`config.mk`:
```
export PLATFORM = sky130hd
export DESIGN_NAME = inst_fetch
export DESIGN_NICKNAME = d
export VERILOG_FILES = /design/src/rtl/cpu_pkg.sv /design/src/rtl/pc_next.sv /design/src/rtl/inst_fetch.sv
export SDC_FILE = /design/constraint.sdc
export NUM_CORES = 1
export LEC_CHECK = 0
export ABC_AREA = 1
export CORE_UTILIZATION = 42
export DETAILED_ROUTE_END_ITERATION = 7
export PLACE_DENSITY = 0.71
export SLEW_MARGIN = 40
export SYNTH_ARGS = -nofsm -noshare
export SYNTH_HDL_FRONTEND = slang
export SYNTH_SLANG_ARGS = --single-unit
```
`constraint.sdc`:
```
create_clock -name CLK -period 1.5 [get_ports CLK]
set_input_delay 0.15 -clock CLK [delete_from_list [all_inputs] [get_ports CLK]]
set_output_delay 0.15 -clock CLK [all_outputs]
set_load 0.005 [all_outputs]
```
`src/rtl/cpu_pkg.sv`:
```
// Shared CPU types: opcode encoding, fetch sequencer states and default widths.
package cpu_pkg;

    localparam int PC_W_DEF    = 10;
    localparam int INSTR_W_DEF = 9;

    typedef enum logic [2:0] {
        OP_SB  = 3'b000,
        OP_LB  = 3'b001,
        OP_ADD = 3'b010,
        OP_AND = 3'b011,
        OP_XOR = 3'b100,
        OP_CPY = 3'b101,
        OP_SL  = 3'b110,
        OP_BNE = 3'b111
    } opcode_t;

    typedef enum logic [1:0] {
        IDLE,
        FETCH,
        ISSUE,
        HALT
    } fetch_state_t;

endpackage

```
`src/rtl/pc_next.sv`:
```
// Next-PC select: branch target when taken, otherwise sequential increment (wraps).
module pc_next
    import cpu_pkg::*;
#(
    parameter int PC_W = PC_W_DEF
) (
    input  logic [PC_W-1:0] pc,
    input  logic            taken,
    input  logic [PC_W-1:0] target,
    output logic [PC_W-1:0] next_pc
);

    assign next_pc = taken ? target : pc + PC_W'(1);

endmodule

```
`src/rtl/inst_fetch.sv`:
```
// Instruction fetch sequencer: owns the PC, reads instruction memory via req/ack,
// hands each word to the core via valid/ready, applies bne redirects and halts at HALT_PC.
module inst_fetch
    import cpu_pkg::*;
#(
    parameter int              PC_W    = PC_W_DEF,
    parameter int              INSTR_W = INSTR_W_DEF,
    parameter logic [PC_W-1:0] HALT_PC = '1,
    parameter int              CNT_W   = 16
) (
    input  logic               CLK,
    input  logic               Reset,
    input  logic               Start,
    output logic               ImemReq,
    output logic [PC_W-1:0]    ImemAddr,
    input  logic               ImemAck,
    input  logic [INSTR_W-1:0] ImemData,
    output logic               InstrValid,
    output logic [INSTR_W-1:0] Instr,
    output logic [2:0]         Opcode,
    output logic [PC_W-1:0]    InstrPC,
    input  logic               InstrReady,
    input  logic               BranchTaken,
    input  logic [PC_W-1:0]    BranchTarget,
    output logic               Halt,
    output logic [CNT_W-1:0]   RetiredCnt
);

    fetch_state_t    state, state_nxt;
    logic [PC_W-1:0] pc, pc_nxt, pc_seq;
    logic            load_instr;
    logic            restart;
    logic            accept;
    opcode_t         op;

    function automatic logic [CNT_W-1:0] sat_inc(input logic [CNT_W-1:0] v);
        return (v == '1) ? v : v + CNT_W'(1);
    endfunction

    pc_next #(.PC_W(PC_W)) u_pc_next (
        .pc      (pc),
        .taken   (BranchTaken),
        .target  (BranchTarget),
        .next_pc (pc_seq)
    );

    assign accept   = (state == ISSUE) && InstrReady;
    assign ImemAddr = pc;
    assign op       = opcode_t'(Instr[INSTR_W-1 -: 3]);
    assign Opcode   = op;

    always_comb begin
        state_nxt  = state;
        pc_nxt     = pc;
        load_instr = 1'b0;
        restart    = 1'b0;
        ImemReq    = 1'b0;
        InstrValid = 1'b0;
        Halt       = 1'b0;
        case (state)
            IDLE: begin
                if (Start) begin
                    restart   = 1'b1;
                    pc_nxt    = '0;
                    state_nxt = FETCH;
                end
            end
            FETCH: begin
                ImemReq = 1'b1;
                if (ImemAck) begin
                    load_instr = 1'b1;
                    state_nxt  = ISSUE;
                end
            end
            ISSUE: begin
                InstrValid = 1'b1;
                if (InstrReady) begin
                    pc_nxt = pc_seq;
                    // a taken branch on the last instruction keeps the program running
                    state_nxt = (InstrPC == HALT_PC && !BranchTaken) ? HALT : FETCH;
                end
            end
            HALT: begin
                Halt = 1'b1;
                if (Start) begin
                    restart   = 1'b1;
                    pc_nxt    = '0;
                    state_nxt = FETCH;
                end
            end
            default: state_nxt = IDLE;
        endcase
    end

    always_ff @(posedge CLK or posedge Reset) begin
        if (Reset) begin
            state      <= IDLE;
            pc         <= '0;
            Instr      <= '0;
            InstrPC    <= '0;
            RetiredCnt <= '0;
        end else begin
            state <= state_nxt;
            pc    <= pc_nxt;
            if (load_instr) begin
                Instr   <= ImemData;
                InstrPC <= pc;
            end
            if (restart)
                RetiredCnt <= '0;
            else if (accept)
                RetiredCnt <= sat_inc(RetiredCnt);
        end
    end

endmodule

```
==> run_results.csv <==
group,metric,value,unit
status,status,"complete, no violations",
power,power_density,1440,nW/um^2
timing,rsz0062_at_grt,"yes",
clock_network,cts-root-buf,"clkbuf_8",
clock_network,numCtsBuffers,5,
timing,clock_skew,0.00542,ns
routing,wl_per_cell,13.3,um
final_layout,multi_input_area,1310,um^2
final_layout,layout_common_cells,"97 x nand2_1, 66 x clkdlybuf4s50_1, 45 x dfrtp_1, 44 x buf_4, 26 x nor2_1",
yosys,synth_nets,357,
floorplanning,die_y,80.4,um
setup_path,crit_path_max_fanout,8,
setup_path,cp-end-kind,"flip-flop",
clock_network,clock-sinks,47,
floorplanning,io-pin-count,76,
routing,dr.pass1.iters,4,
timing,finalCritPeriodShare,99.1,%
timing,tightest_slew,0.316,ns
placement,gp_congestion,0.841,
floorplanning,die_x,80.4,um
yosys,syn-cell-area,2580,um^2
timing,fmax,0.673,GHz
final_layout,seqCellArea,1180,um^2
final_layout,stdcell_count,526,
grt,grt_max_degree,48,
grt,grt.overflow.total,0,
worst_hold_path,hp-class,"in2async",
placement,dp.cells,506,
setup_path,cp.required,1.75,ns
power,peakVddDrop,861,uV
yosys,ys_seq_area_share,45.5,%
final_layout,fillCellCount,516,
clock_network,h-tree-depth,2,
final_layout,antenna_cells,0,
final_layout,post_route_cells_drive_above_1_share,22.6,%
grt,grt_pass1_vias,2609,
yosys,yosys_warnings,0,
clock_network,cts_buffer_depth,2,
floorplanning,core-area,5920,um^2
routing,routed_wl,6980,um
grt,grt_pass1_wl,11700,um
timing,final_hold_viol_count,0,
setup_path,arrival,1.73,ns
yosys,ys_types,29,
timing,relSlewSlack,78.8,%
routing,initialDrtViolationCount,120,
clock_network,clk_latency,0.30,ns
final_layout,final_common_cell,"nand2_1",
floorplanning,std_cell_rows,28,
routing,antenna_left,0,
clock_network,path_clk_slew,0.09,ns
routing,vias_per_cell,4.96,
timing,tns,0,ns
flow_run,max_cap_violations,0,
floorplanning,initial_core_util,43.6,%
routing,vias,2608,
placement,portBuffers,75,
yosys,synth_cells,327,
setup_path,start_kind,"flip-flop",
timing,setup_viol,0,
final_layout,fin_nets,480,
power,leakage,1.97,nW
grt,grtUsageTotal,23.5,%
floorplanning,fp.dieArea,6470,um^2
setup_path,path_class,"reg2reg",
final_layout,syn2layout_area_growth,54.9,%
placement,hpwl,5100,um
clock_network,tritoncts,"built",
yosys,ys_seq_elements,47,
timing,drv_slew,0,
grt,antenna_found_initial,0,
yosys,avgSynthCellArea,7.90,um^2
routing,drc_errors,0,
timing,min_period,1.49,ns
cells in the mapped netlist:
library cell	count	area (um^2)
nand2_1	101	379
dfrtp_1	47	1180
nor2_1	34	128
inv_1	30	113
nand3_1	23	115
o21ai_0	20	100
nand4_1	12	75.1
mux2_2	9	101
xor2_1	7	61.3
ha_1	5	62.6
clkbuf_1	4	15.0
nor2_4	4	45.0
nor3_1	4	20.0
buf_4	3	22.5
nand2_2	3	18.8
o21bai_1	3	22.5
o22ai_1	3	18.8
buf_2	2	10.0
mux2i_1	2	20.0
o211ai_1	2	15.0
a22oi_1	1	7.51
buf_6	1	11.3
clkinv_1	1	3.75
inv_2	1	3.75
nand3_2	1	10.0
nand3b_1	1	7.51
nor2_2	1	6.26
o31ai_1	1	7.51
or2_2	1	6.26
per-layer routing:
layer | up-vias | track usage (%) | wire length (um)
li1 | 1297 | - | -
met2 | 76 | 40.2 | 3520
met3 | 4 | 5.00 | 373
met1 | 1231 | 29.4 | 3020
met4 | 0 | 7.50 | 61
met5 | - | 0 | 0
cell type report:
cell class,count,area share [%]
clock buffers,5,1.72
flip-flops and latches,47,29.5
well taps,75,2.35
multi-input cells,238,32.7
inverters,32,3.00
clock inverters,3,0.563
repair buffers,126,30.2
report_power, final:
| group | leakage (nW) | internal, mW | switching [mW] |
|---|---|---|---|
| clock network | 0.0489 | 0.338 | 0.463 |
| logic | 1.31 | 1.68 | 1.34 |
| registers | 0.612 | 1.64 | 0.311 |
| total | 1.97 | 3.65 | 2.11 |
flip-flops by register name, indices dropped and copies added (netlist names):
signal	flops
InstrPC	10
Instr	9
ImemAddr	10
state	2
RetiredCnt	16
cell families after synthesis:
family	count (synthesis)	synth area share (%)
multiplexers	11	4.70
flip-flops	47	45.5
AO/OA/AOI/OAI	30	6.64
AND/OR/NAND/NOR	185	31.4
buffers and inverters	42	6.93
adder cells (fa/ha/maj)	5	2.42
XOR/XNOR	7	2.37
critical path: stages, from the launching register on:
cell and delay (ns):
dfrtp_1 0.43, buf_6 0.14, ha_4 0.15, nand3b_1 0.22, nor2_2 0.17, inv_2 0.10
nor2_2 0.10, nand2_1 0.06, nand2_1 0.05
what timing repair did:
action                                  4_1_cts  5_1_grt
gates cloned                                  0        0
endpoints found under the setup margin       27       35
pin swaps                                     6        9
gates resized for setup                      11       28
buffers inserted                              9        4
hold buffers                                  0        0
through the flow:
stage          utilization, %  setup WS [ns]  cell area, um^2  power (mW)  hold slack [ns]
2_1_floorplan               -         0.0173             2600        3.22            0.301
3_5_place_dp             62.7        -0.0484             3710        4.75            0.501
5_1_grt                  67.6         -0.119             4000        6.19            0.249
4_1_cts                  65.8   -0.000000555             3890        5.71            0.199
3_3_place_gp             62.7        0.00174             3710        4.64            0.492
6_report                 67.6         0.0130             4000        5.76            0.192
worst paths after layout:
| kind | cells past startpoint | startpoint | endpoint | slack, ns |
|---|---|---|---|---|
| max | 8 | state[0]$_DFFE_PP0P_ | ImemAddr[8]$_DFFE_PP0P_ | 0.01 |
| min | 3 | Reset | Instr[3]$_DFFE_PP0P_ | 0.19 |
| max reg2reg | 8 | state[0]$_DFFE_PP0P_ | ImemAddr[8]$_DFFE_PP0P_ | 0.01 |
| min reg2reg | 2 | InstrPC[1]$_DFFE_PP0P_ | InstrPC[1]$_DFFE_PP0P_ | 0.52 |
| max in group asynchronous | 3 | Reset | state[1]$_DFFE_PP0P_ | 1.08 |
| min in group CLK | 2 | ImemData[5] | Instr[5]$_DFFE_PP0P_ | 0.45 |
Power figures use the tool's default switching activity.
